## config.mk

```make
export PLATFORM = sky130hd
export DESIGN_NAME = hazard_stall_ctrl_flat
export DESIGN_NICKNAME = d
export VERILOG_FILES = /design/src/rtl/hazard_stall_ctrl_if.sv /design/src/rtl/hazard_stall_ctrl.sv /design/src/flat_wrapper.sv
export SDC_FILE = /design/constraint.sdc
export NUM_CORES = 1
export LEC_CHECK = 0
export CAP_MARGIN = 20
export CORE_MARGIN = 10
export CORE_UTILIZATION = 50
export DETAILED_ROUTE_END_ITERATION = 10
export DONT_BUFFER_PORTS = 1
export GPL_ROUTABILITY_DRIVEN = 1
export PLACE_DENSITY = 0.71
export SLEW_MARGIN = 20
export SYNTH_ARGS = -nofsm -noshare
export SYNTH_HDL_FRONTEND = slang
export SYNTH_SLANG_ARGS = --single-unit
```

## constraint.sdc

```tcl
create_clock -name clk -period 4 [get_ports clk]
set_clock_uncertainty 0.15 [all_clocks]
set_input_delay 0.2 -clock clk [delete_from_list [all_inputs] [get_ports clk]]
set_output_delay 0.2 -clock clk [all_outputs]
set_load 0.1 [all_outputs]
```

## src/rtl/hazard_stall_ctrl_if.sv

```systemverilog
// Bundle between the pipeline datapath and the stall/flush controller.
// The datapath drives hazard inputs; the controller returns enables, bubble/flush selects and its state.
interface hazard_stall_ctrl_if;
  logic [4:0] rs_id;
  logic [4:0] rt_id;
  logic       use_rt_id;
  logic       memread_ex;
  logic [4:0] rt_ex;
  logic       mul_ex;
  logic       redirect_mem;
  logic       en_pc;
  logic       en_ifid;
  logic       en_idex;
  logic       bubble_idex;
  logic       flush_ifid;
  logic       flush_exmem;
  logic       en_mul;
  logic       mul_done;
  logic [1:0] state_o;

  modport master (
    output rs_id, rt_id, use_rt_id, memread_ex, rt_ex, mul_ex, redirect_mem,
    input  en_pc, en_ifid, en_idex, bubble_idex, flush_ifid, flush_exmem,
           en_mul, mul_done, state_o
  );

  modport slave (
    input  rs_id, rt_id, use_rt_id, memread_ex, rt_ex, mul_ex, redirect_mem,
    output en_pc, en_ifid, en_idex, bubble_idex, flush_ifid, flush_exmem,
           en_mul, mul_done, state_o
  );
endinterface

```

## src/rtl/hazard_stall_ctrl.sv

```systemverilog
// Central stall/flush sequencer: load-use stall, multicycle multiply hold, wrong-path flush.
// Define HAZARD_STATS_EN to add saturating stall_cnt/flush_cnt statistics outputs.
module hazard_stall_ctrl #(
  parameter int unsigned MUL_LAT = 32,
  parameter int unsigned CNT_W   = 7
) (
  input  logic                  clk,
  input  logic                  rst,
  hazard_stall_ctrl_if.slave    hz
`ifdef HAZARD_STATS_EN
  ,
  output logic [31:0]           stall_cnt,
  output logic [31:0]           flush_cnt
`endif
);

  typedef enum logic [1:0] {
    ST_RUN     = 2'd0,
    ST_MUL     = 2'd1,
    ST_FLUSH   = 2'd2,
    ST_ILLEGAL = 2'd3
  } state_t;

  state_t             state, state_nxt;
  logic [CNT_W-1:0]   cnt, cnt_nxt;
  logic               lu;
  logic               en_pc, en_ifid, en_idex;
  logic               bubble_idex, flush_ifid, flush_exmem;
  logic               en_mul, mul_done;

  assign lu = hz.memread_ex & (hz.rt_ex != '0) &
              ((hz.rt_ex == hz.rs_id) | (hz.use_rt_id & (hz.rt_ex == hz.rt_id)));

  always_comb begin
    en_pc       = 1'b1;
    en_ifid     = 1'b1;
    en_idex     = 1'b1;
    bubble_idex = 1'b0;
    flush_ifid  = 1'b0;
    flush_exmem = 1'b0;
    en_mul      = 1'b0;
    mul_done    = 1'b0;
    state_nxt   = state;
    cnt_nxt     = cnt;

    if (!rst) begin
      en_pc     = 1'b0;
      en_ifid   = 1'b0;
      en_idex   = 1'b0;
      state_nxt = ST_RUN;
      cnt_nxt   = '0;
    end else begin
      case (state)
        ST_RUN: begin
          if (hz.redirect_mem) begin
            flush_ifid  = 1'b1;
            bubble_idex = 1'b1;
            flush_exmem = 1'b1;
            state_nxt   = ST_FLUSH;
          end else if (hz.mul_ex) begin
            en_pc       = 1'b0;
            en_ifid     = 1'b0;
            en_idex     = 1'b0;
            flush_exmem = 1'b1;
            en_mul      = 1'b1;
            cnt_nxt     = CNT_W'(MUL_LAT - 2);
            state_nxt   = ST_MUL;
          end else if (lu) begin
            en_pc       = 1'b0;
            en_ifid     = 1'b0;
            bubble_idex = 1'b1;
          end
        end
        ST_MUL: begin
          // A redirect here is not expected, but if seen it aborts the multiply.
          if (hz.redirect_mem) begin
            flush_ifid  = 1'b1;
            bubble_idex = 1'b1;
            flush_exmem = 1'b1;
            cnt_nxt     = '0;
            state_nxt   = ST_FLUSH;
          end else if (cnt == '0) begin
            en_mul    = 1'b1;
            mul_done  = 1'b1;
            state_nxt = ST_RUN;
          end else begin
            en_pc       = 1'b0;
            en_ifid     = 1'b0;
            en_idex     = 1'b0;
            flush_exmem = 1'b1;
            en_mul      = 1'b1;
            cnt_nxt     = cnt - 1'b1;
          end
        end
        ST_FLUSH: begin
          if (hz.redirect_mem) begin
            flush_ifid  = 1'b1;
            bubble_idex = 1'b1;
            flush_exmem = 1'b1;
          end else begin
            state_nxt = ST_RUN;
          end
        end
        default: begin
          state_nxt = ST_RUN;
          cnt_nxt   = '0;
        end
      endcase
    end
  end

  always_ff @(posedge clk) begin
    if (!rst) begin
      state <= ST_RUN;
      cnt   <= '0;
    end else begin
      state <= state_nxt;
      cnt   <= cnt_nxt;
    end
  end

  assign hz.en_pc       = en_pc;
  assign hz.en_ifid     = en_ifid;
  assign hz.en_idex     = en_idex;
  assign hz.bubble_idex = bubble_idex;
  assign hz.flush_ifid  = flush_ifid;
  assign hz.flush_exmem = flush_exmem;
  assign hz.en_mul      = en_mul;
  assign hz.mul_done    = mul_done;
  assign hz.state_o     = state;

`ifdef HAZARD_STATS_EN
  always_ff @(posedge clk) begin
    if (!rst) begin
      stall_cnt <= '0;
      flush_cnt <= '0;
    end else begin
      if (!en_pc && (stall_cnt != '1))
        stall_cnt <= stall_cnt + 32'd1;
      if (flush_ifid && (flush_cnt != '1))
        flush_cnt <= flush_cnt + 32'd1;
    end
  end
`endif

endmodule
```

## src/flat_wrapper.sv

```systemverilog
// flat-port wrapper written by rule: the top's interface ports become plain ports
module hazard_stall_ctrl_flat 
#(
  parameter int unsigned MUL_LAT = 32,
  parameter int unsigned CNT_W   = 7
)
  (clk, rst, hz_rs_id, hz_rt_id, hz_use_rt_id, hz_memread_ex, hz_rt_ex, hz_mul_ex, hz_redirect_mem, hz_en_pc, hz_en_ifid, hz_en_idex, hz_bubble_idex, hz_flush_ifid, hz_flush_exmem, hz_en_mul, hz_mul_done, hz_state_o);
  hazard_stall_ctrl_if hz_i ();
  input  logic clk;
  input  logic rst;
  input wire logic [$bits(hz_i.rs_id)-1:0] hz_rs_id;
  input wire logic [$bits(hz_i.rt_id)-1:0] hz_rt_id;
  input wire logic [$bits(hz_i.use_rt_id)-1:0] hz_use_rt_id;
  input wire logic [$bits(hz_i.memread_ex)-1:0] hz_memread_ex;
  input wire logic [$bits(hz_i.rt_ex)-1:0] hz_rt_ex;
  input wire logic [$bits(hz_i.mul_ex)-1:0] hz_mul_ex;
  input wire logic [$bits(hz_i.redirect_mem)-1:0] hz_redirect_mem;
  output wire logic [$bits(hz_i.en_pc)-1:0] hz_en_pc;
  output wire logic [$bits(hz_i.en_ifid)-1:0] hz_en_ifid;
  output wire logic [$bits(hz_i.en_idex)-1:0] hz_en_idex;
  output wire logic [$bits(hz_i.bubble_idex)-1:0] hz_bubble_idex;
  output wire logic [$bits(hz_i.flush_ifid)-1:0] hz_flush_ifid;
  output wire logic [$bits(hz_i.flush_exmem)-1:0] hz_flush_exmem;
  output wire logic [$bits(hz_i.en_mul)-1:0] hz_en_mul;
  output wire logic [$bits(hz_i.mul_done)-1:0] hz_mul_done;
  output wire logic [$bits(hz_i.state_o)-1:0] hz_state_o;
  assign hz_i.rs_id = hz_rs_id;
  assign hz_i.rt_id = hz_rt_id;
  assign hz_i.use_rt_id = hz_use_rt_id;
  assign hz_i.memread_ex = hz_memread_ex;
  assign hz_i.rt_ex = hz_rt_ex;
  assign hz_i.mul_ex = hz_mul_ex;
  assign hz_i.redirect_mem = hz_redirect_mem;
  assign hz_en_pc = hz_i.en_pc;
  assign hz_en_ifid = hz_i.en_ifid;
  assign hz_en_idex = hz_i.en_idex;
  assign hz_bubble_idex = hz_i.bubble_idex;
  assign hz_flush_ifid = hz_i.flush_ifid;
  assign hz_flush_exmem = hz_i.flush_exmem;
  assign hz_en_mul = hz_i.en_mul;
  assign hz_mul_done = hz_i.mul_done;
  assign hz_state_o = hz_i.state_o;
  hazard_stall_ctrl #(.MUL_LAT(MUL_LAT), .CNT_W(CNT_W)) u_core (.clk(clk), .rst(rst), .hz(hz_i));
endmodule
```

Word-level counts from Yosys, hierarchy flattened
Cells that the tools add are included.
{"block": "op_classes", "n_mul": 0, "addsub": 1, "n_eq_ne": 10, "n_shift": 0, "reduce_logical": 7, "div_mod_pow": 0, "bitwise": 5, "n_lt_le_gt_ge": 0, "muxes": 43}
{"op": "2-to-1 mux 7 bit", "count": 4}
{"op": "2-to-1 mux 1 bit", "count": 27}
{"op": "case mux 7 bit (3 select lines)", "count": 1}
{"op": "== test 5 bit", "count": 2}
{"op": "2-to-1 mux 2 bit", "count": 5}
{"op": "case mux 1 bit (2 select lines)", "count": 4}
{"op": "logical NOT 7 bit", "count": 1}
{"op": "subtractor 7 x 1 -> 7 bit, second input constant", "count": 1}
{"op": "inequality test 2 bit, second input constant", "count": 3}
{"op": "inequality test 3 bit, second input constant", "count": 2}
{"op": "case mux 2 bit (3 select lines)", "count": 1}
{"op": "nonzero test 5 bit", "count": 1}
{"op": "AND reduction 4 bit", "count": 1}
{"op": "AND 1 bit", "count": 3}
{"op": "inequality test 3 x 2 -> 1 bit, second input constant", "count": 1}
{"op": "case mux 1 bit (3 select lines)", "count": 1}
{"op": "AND reduction 3 bit", "count": 1}
{"op": "OR reduction 3 bit", "count": 1}
{"op": "== test 2 x 1 -> 1 bit, second input constant", "count": 1}
{"op": "== test 2 bit, second input constant", "count": 1}
{"op": "logical NOT 2 bit", "count": 1}
{"op": "OR reduction 2 bit", "count": 1}
{"op": "inverter 1 bit", "count": 1}
{"op": "bitwise OR 1 bit", "count": 1}
{"block": "totals", "memories": 0, "ramBits": 0, "ff_bits": 9, "latch_bits": 0, "word_cells": 68, "out_inout_bits": 10, "in_bits": 21, "mem_bits_ro": 0}

Depth between registers and ports, before layout
Gate-level depths: netlist of run 1.
{"block": "logic_depth", "depth_word": 9, "ltp_mapped": 7, "depth_no_buf": 7}

Worst setup path after synthesis of run 1
Ideal clock, no wire load.
{"block": "synth_path", "path_type": "reg-to-output", "start": "reg u_core.state[1], in the netlist u_core.hz.state_o[1]", "end": "out hz_flush_exmem", "setup_slack_ps": -898, "n_path_buf": 0, "t_arrival_ps": 4548, "stages_incl_launch_ff": 6, "required_time_ps": 3650, "path_cell_list": "dfxtp_1 -> inv_1 -> ha_1 -> or2b_4 -> nor3_4 -> nor4_1"}
{"block": "synth_between", "elab_chain_cells": 3, "elab_cells_between_ends": 5, "classes_between": "2 x eq/ne; 2 x mux; 1 x reduce/logical"}
{"item": "start, declared", "line_no": "hazard_stall_ctrl.sv:24", "text": "state_t state, state_nxt;"}
{"item": "start signal, assigned", "line_no": "hazard_stall_ctrl.sv:117", "text": "state <= state_nxt;"}
{"item": "== test 2 bit, or another cell as far along", "line_no": "hazard_stall_ctrl.sv:53", "text": "case (state)"}
{"item": "case mux 1 bit (3 select lines) *", "line_no": "hazard_stall_ctrl.sv:53"}
{"item": "2-to-1 mux 1 bit *", "line_no": "hazard_stall_ctrl.sv:46", "text": "if (!rst) begin"}
{"item": "end, declared", "line_no": "flat_wrapper.sv:23", "text": "output wire logic [$bits(hz_i.flush_exmem)-1:0] hz_flush_exmem;"}
Every way passes the cells marked *; elsewhere a longest branch is shown, timed or not.

Worst setup path after layout of run 1
{"block": "layout_path", "start": "reg u_core.state[1], in the netlist u_core.hz.state_o[1]", "end": "out hz_en_ifid"}
{"block": "layout_between", "elab_chain_cells": 3, "elab_cells_between_ends": 4, "classes_between": "1 x eq/ne; 2 x mux; 1 x reduce/logical"}
{"item": "== test 2 x 1 -> 1 bit / logical NOT 2 bit (equally long branches)", "line_no": "hazard_stall_ctrl.sv:53"}
{"item": "case mux 1 bit (2 select lines) *", "line_no": "hazard_stall_ctrl.sv:53"}
{"item": "2-to-1 mux 1 bit *", "line_no": "hazard_stall_ctrl.sv:46"}
{"item": "end, declared", "line_no": "flat_wrapper.sv:19", "text": "output wire logic [$bits(hz_i.en_ifid)-1:0] hz_en_ifid;"}
Marked as above.

==> impl_metrics.ini, run 1 <==
[outcome]
status = complete, no violations

[timing]
finalHoldViolCount = 0
post-route-period-util_pct = 68.8
rsz0062_at_grt = false
maxSlewViolCount = 0
finalCriticalPeriod_ns = 2.75
worst_pin_slew_ns = 0.968
final.setup.tns_ns = 0
max_clock_freq_ghz = 0.363
setup_viol = 0
relSlewSlack_pct = 35.9

[clocking]
h-tree-depth = 1
postCtsResizedCells = 0
clkSinkCount = 9
cts_root_buf = clkbuf_4
clk_path_buf_depth = 2
cts_buffers = 3
cts_tree = done
clock_latency_ns = 0.27
postCtsHoldBufs = 3
post-cts-setup-buffers = 0
clkSlewWorstSetupHoldPaths_ns = 0.06

[run]
cap_violations = 0

[synthesis]
ys_ff_latch = 9
synth_cells = 118
synthDistinctLibCells = 39
ys_warn_count = 0
avgSynthCellArea_sq_um = 7.67
synth-seq-area-share_pct = 19.9
syn_nets = 145
syn_area_sq_um = 905

[route]
ant_nets = 0
routed_via_density = 5.75
drt_iter0_drc = 29
drc_errors = 0
wl_per_cell_microns = 15.4
drt_pre_antenna_iters = 4
route.final.wire_length_mm = 2.36
vias = 879

[floorplan]
core-area_sq_mm = 0.00173
start_util_pct = 52.4
die_h_microns = 62.5
io_pins = 31
die_area_sq_mm = 0.00391
die_w_microns = 62.5
placementRows = 15

[global_route]
met2_usage_pct = 18.6
grt_use_total_pct = 12.1
grt_max_degree = 15
use_met3_pct = 3.94
grt_util_met1_pct = 14.6
gr-total-overflow = 0
antenna_found_initial = 0
grt_pass1_vias = 864
grt_pass1_wl_mm = 4.05
busiest_layer = met2

[finish]
multi_input_area_sq_um = 716
postLayoutCoreUtil_pct = 62.3
syn_to_final_growth_pct = 18.9
instances_no_fill = 153
final_net_count = 156
mostFrequentLayoutCells = nor2_1, a21oi_1, dfxtp_1
drive_above_1_share_pct = 18.0
antenna_cells = 0
fillCellCount = 152
seqCellArea_sq_um = 180
layout_commonest_cell = nor2_1

[placement]
routabilityCongestion = 0.811
hpwl_mm = 1.88
placed_cells = 146
numPortBuffers = 0

[setup_path]
cp_data_required_time_ns = 3.65
crit_arrival_ns = 2.40
cp-endpoint = hz_en_ifid
cp-startpoint = u_core.hz.state_o[1]
crit_path_end_kind = primary output
crit_type = flop to primary output
r2r_start = u_core.hz.state_o[0]
r2r-end = u_core.cnt[1]
rrSetupSlack_ns = 1.77
start_kind = flop
rr_worst_depth = 7
critPathMaxFanout = 13

[power_and_ir_drop]
ir_worst_vdd_v = 0.000200
intPower_w = 0.000197
seq_power_share_pct = 27.7
pwr-share-comb_pct = 52.4
power_density_mw_per_mm2 = 352
clockPowerShare_pct = 19.9
swShare_pct = 48.1
p_leak_nw = 0.416
p_sw_w = 0.000182

[min_path]
hp-class = input pin to flop
hold_depth = 3
[power by group through the flow]
stage | clock network, W | registers (W) | logic (W)
6_report | 0.0000755 | 0.000105 | 0.000199
3_5_place_dp | 0 | 0.000106 | 0.000195
2_1_floorplan | 0 | 0.000119 | 0.000152
5_1_grt | 0.0000815 | 0.000106 | 0.000215
4_1_cts | 0.0000769 | 0.000104 | 0.000199
3_3_place_gp | 0 | 0.000106 | 0.000193
[per-stage QoR]
step / total power (W) / area, sq um / hold WS (ns) / setup WS (ns)
3_3_place_gp: 0.000299 / 1020 / 0.172 / 1.59
4_1_cts: 0.000380 / 1080 / 0.0383 / 1.25
6_report: 0.000379 / 1080 / 0.0439 / 1.25
5_1_grt: 0.000402 / 1080 / 0.0569 / 1.06
2_1_floorplan: 0.000271 / 923 / 0.168 / 0.222
3_5_place_dp: 0.000302 / 1020 / 0.178 / 1.55
[sequential cells by signal, indices dropped and copies added, names as in the netlist]
signal and cells:
u_core.cnt 7, u_core.hz.state_o 2
[synthesized netlist by cell type (all sizes together)]
| library cell | instances | share of area [%] |
|---|---|---|
| or4 | 1 | 0.83 |
| inv | 6 | 2.5 |
| or3 | 2 | 2.1 |
| nand2b | 3 | 2.9 |
| and2 | 2 | 1.4 |
| nor4 | 3 | 2.1 |
| o21a | 3 | 2.5 |
| o211a | 1 | 1.1 |
| nand2 | 5 | 2.1 |
| xnor2 | 3 | 2.9 |
| buf | 1 | 0.83 |
| nand4b | 2 | 1.9 |
| nand3 | 3 | 1.7 |
| ha | 6 | 8.3 |
| dfxtp | 9 | 20 |
| a31oi | 3 | 2.1 |
| and2b | 1 | 0.83 |
| nor2 | 14 | 5.8 |
| o21ai | 7 | 3.9 |
| o41ai | 1 | 0.97 |
| or2b | 1 | 1.2 |
| o22ai | 1 | 0.69 |
| or3b | 2 | 2.2 |
| a21boi | 1 | 0.83 |
| o21bai | 1 | 0.83 |
| a211oi | 2 | 2.2 |
| a21oi | 13 | 7.2 |
| a21o | 2 | 1.7 |
| nor2b | 1 | 0.69 |
| nor3 | 8 | 5.7 |
| xor2 | 7 | 6.8 |
| clkbuf | 3 | 3.5 |
[worst max-delay path, stage by stage (launching register included)]
cell      delay, ns
dfxtp_1        0.30
buf_4          0.24
inv_1          0.12
ha_1           0.41
nor2_1         0.10
a211oi_1       0.51
o22ai_4        0.11
buf_4          0.33
[cell families after synthesis]
group / synth area share [%]
AND/OR/NAND/NOR: 31.4
AO/OA/AOI/OAI: 23.9
XOR/XNOR: 9.68
buffers and inverters: 6.78
flip-flops: 19.9
adder cells (fa/ha/maj): 8.30
[worst min path at each step]
stage / from / endpoint / slack, ns
floorplan: rst / u_core.cnt[3] / 0.17
global route: hz_redirect_mem / u_core.hz.state_o[1] / 0.06
CTS: hz_redirect_mem / u_core.hz.state_o[0] / 0.04
finish: hz_redirect_mem / u_core.hz.state_o[0] / 0.04
global placement: rst / u_core.cnt[6] / 0.17
detailed placement: rst / u_core.cnt[3] / 0.18
[layout make-up]
class / instances / share of cell area [%]
multi-input combinational: 99 / 66.5
sequential: 9 / 16.7
timing repair buffer: 10 / 9.30
tap: 25 / 2.91
clock buffer: 4 / 2.44
inverter: 6 / 2.09
[per-layer routing]
layer  up-vias  wire (microns)
li1        441               -
met1       392             974
met2        43            1110
met3         3             238
met4         0              32
met5         -               0
Note: power is estimated with default switching activity, not from simulation.
==> run 2: changes to the inputs <==
--- a/config.mk
+++ b/config.mk
@@ -5,13 +5,14 @@
 export SDC_FILE = /design/constraint.sdc
 export NUM_CORES = 1
 export LEC_CHECK = 0
+export ABC_AREA = 1
 export CAP_MARGIN = 20
 export CORE_MARGIN = 10
 export CORE_UTILIZATION = 50
 export DETAILED_ROUTE_END_ITERATION = 10
 export DONT_BUFFER_PORTS = 1
 export GPL_ROUTABILITY_DRIVEN = 1
-export PLACE_DENSITY = 0.71
+export PLACE_DENSITY = 0.74
 export SLEW_MARGIN = 20
 export SYNTH_ARGS = -nofsm -noshare
 export SYNTH_HDL_FRONTEND = slang
==> constraint.sdc (replaced) <==
create_clock -name clk -period 2.53 [get_ports clk]
set_clock_uncertainty 0.15 [all_clocks]
set_input_delay 0.1265 -clock clk [delete_from_list [all_inputs] [get_ports clk]]
set_output_delay 0.1265 -clock clk [all_outputs]
set_load 0.1 [all_outputs]
==> impl_metrics.ini, run 2 <==
[power_and_ir_drop]
ir_worst_vdd_v = 0.000208
power_w = 0.000593
p_leak_nw = 0.590
power_density_mw_per_mm2 = 536

[setup_path]
start_kind = flop
crit_type = flop to primary output
crit_arrival_ns = 2.11
critPathMaxFanout = 5
cp_data_required_time_ns = 2.25
crit_path_end_kind = primary output

[clocking]
h-tree-depth = 1
clkSinkCount = 9
clock_latency_ns = 0.27
postCtsHoldBufs = 3
cts_buffers = 3
cts_tree = done
clkSlewWorstSetupHoldPaths_ns = 0.06
cts_root_buf = clkbuf_4
postCtsResizedCells = 0
clk_path_buf_depth = 2
post-cts-setup-buffers = 0

[route]
drt_pre_antenna_iters = 4
wl_per_cell_microns = 12.0
route.final.wire_length_mm = 2.41
ant_nets = 0
drt_iter0_drc = 29
vias = 1008
routed_via_density = 5.01
drc_errors = 0

[run]
cap_violations = 0

[placement]
routabilityCongestion = 0.898
dpl_cell_area_sq_mm = 0.00105
dp_worst_setup_slack_ns = 0.453
hpwl_mm = 2.00
numPortBuffers = 0

[global_route]
grt_max_degree = 9
antenna_found_initial = 0
grt_pass1_wl_mm = 4.11
grt_use_total_pct = 12.3
gr-total-overflow = 0
grt_pass1_vias = 979

[finish]
final_area_sq_mm = 0.00111
layout_commonest_cell = nand2_1
final_net_count = 204
mostFrequentLayoutCells = nand2_1, inv_1, nor2_1
drive_above_1_share_pct = 17.6
largest_register_ffs = 7
antenna_cells = 0
syn_to_final_growth_pct = 20.6
largest_register = u_core.cnt

[synthesis]
synth_edf_count = 0
yosysTopAreaCell = dfxtp_1
synth_cells = 163
syn_nets = 190
ys_warn_count = 0
syn_area_sq_um = 917
ys.flop_type = dfxtp_1
synth_common_cells = nand2_1, inv_1, nor2_1, a21oi_1, o21ai_0
ys_top_cells_by_area = dfxtp_1, nand2_1, inv_1
synthDistinctLibCells = 23
ys_ff_latch = 9
avgSynthCellArea_sq_um = 5.63
synth_async_sr_flop_share_pct = 0
synth_top_area_share_pct = 19.6
yosysMostFrequentCell = nand2_1
synth-seq-area-share_pct = 19.6

[timing]
setup_viol = 0
rsz0062_at_grt = false
final.setup.tns_ns = 0
max_clock_freq_ghz = 0.419
finalHoldViolCount = 0
fin_ws_ns = 0.142
worst_pin_slew_ns = 0.569
holdWs_ns = 0.0823
maxSlewViolCount = 0
post-route-period-util_pct = 94.4
relSlewSlack_pct = 61.6
finalCriticalPeriod_ns = 2.39

[min_path]
hp-class = input pin to flop

[floorplan]
die_w_microns = 62.8
die_h_microns = 62.8
io_pins = 31
core-area_sq_mm = 0.00173
placementRows = 15
die_area_sq_mm = 0.00395
start_util_pct = 53.1

[outcome]
status = complete, no violations
run 2: cell types whose count changed after synthesis, sizes merged, moves of 3 or more:
| cell | before | now |
|---|---|---|
| xor2 | 7 | 0 |
| nand2b | 3 | 0 |
| nand3 | 3 | 8 |
| nor3 | 8 | 1 |
| a31oi | 3 | 0 |
| inv | 6 | 39 |
| nor2 | 14 | 18 |
| clkbuf | 3 | 0 |
| nand4 | 0 | 3 |
| nor4 | 3 | 0 |
| o21ai | 7 | 13 |
| nand2 | 5 | 46 |
run 2: logic make-up (layout without fill, tap and decap cells):
| logic type | after synthesis | count (layout) | synth area share, % |
|---|---|---|---|
| fa+ha+maj | 6 | 6 | 8.19 |
| xor+xnor | 1 | 1 | 0.955 |
| flops | 9 | 9 | 19.6 |
| simple gates | 77 | 77 | 36.0 |
| buf+inv | 41 | 54 | 18.0 |
| compound gates | 29 | 29 | 17.2 |
run 2: layout make-up:
cell class / instances / area [sq um]
Sequential cell: 9 / 188
Tap cell: 25 / 31.3
Inverter: 39 / 150
Fill cell: 164 / 621
Clock buffer: 4 / 26.3
Timing Repair Buffer: 11 / 115
Multi-Input combinational cell: 113 / 596
run 2: path summary, 6_finish.rpt:
path	startpoint	to	slack, ns	cells past startpoint
setup / recovery	u_core.hz.state_o[0]	hz_en_ifid	0.14	11
hold / removal	hz_mul_ex	u_core.hz.state_o[0]	0.08	5
setup reg to reg	u_core.hz.state_o[0]	u_core.cnt[1]	0.54	9
hold reg to reg	u_core.cnt[0]	u_core.cnt[0]	0.27	1
run 2: worst max-delay path, stage by stage, from the launching register on:
cell and delay [ns]:
dfxtp_4 0.56, ha_1 0.26, inv_1 0.07, nor2_2 0.16, o21ai_2 0.12, nand2_1 0.10
nand2_1 0.05, nand2_1 0.06, inv_2 0.04, nand2_1 0.09, clkinvlp_4 0.14, buf_12 0.19
run 2: power by group:
part	internal (W)	leakage, nW	switching, W
sequential	0.000158	0.0754	0.0000333
combinational	0.0000863	0.500	0.000199
clock	0.0000611	0.0150	0.0000550
total	0.000305	0.590	0.000287
run 2: stage by stage:
step,std cells,util (%)
floorplan,163,-
global placement,194,60.8
detailed placement,194,60.8
CTS,201,64.1
global route,201,64.1
finish,201,64.1
run 2: metal layers:
metal	global-route usage, %	up-vias	wire [microns]
met2	22.8	27	1180
met1	11.4	450	951
met5	0	-	0
met3	5.73	5	243
met4	4.75	0	33
li1	-	526	-
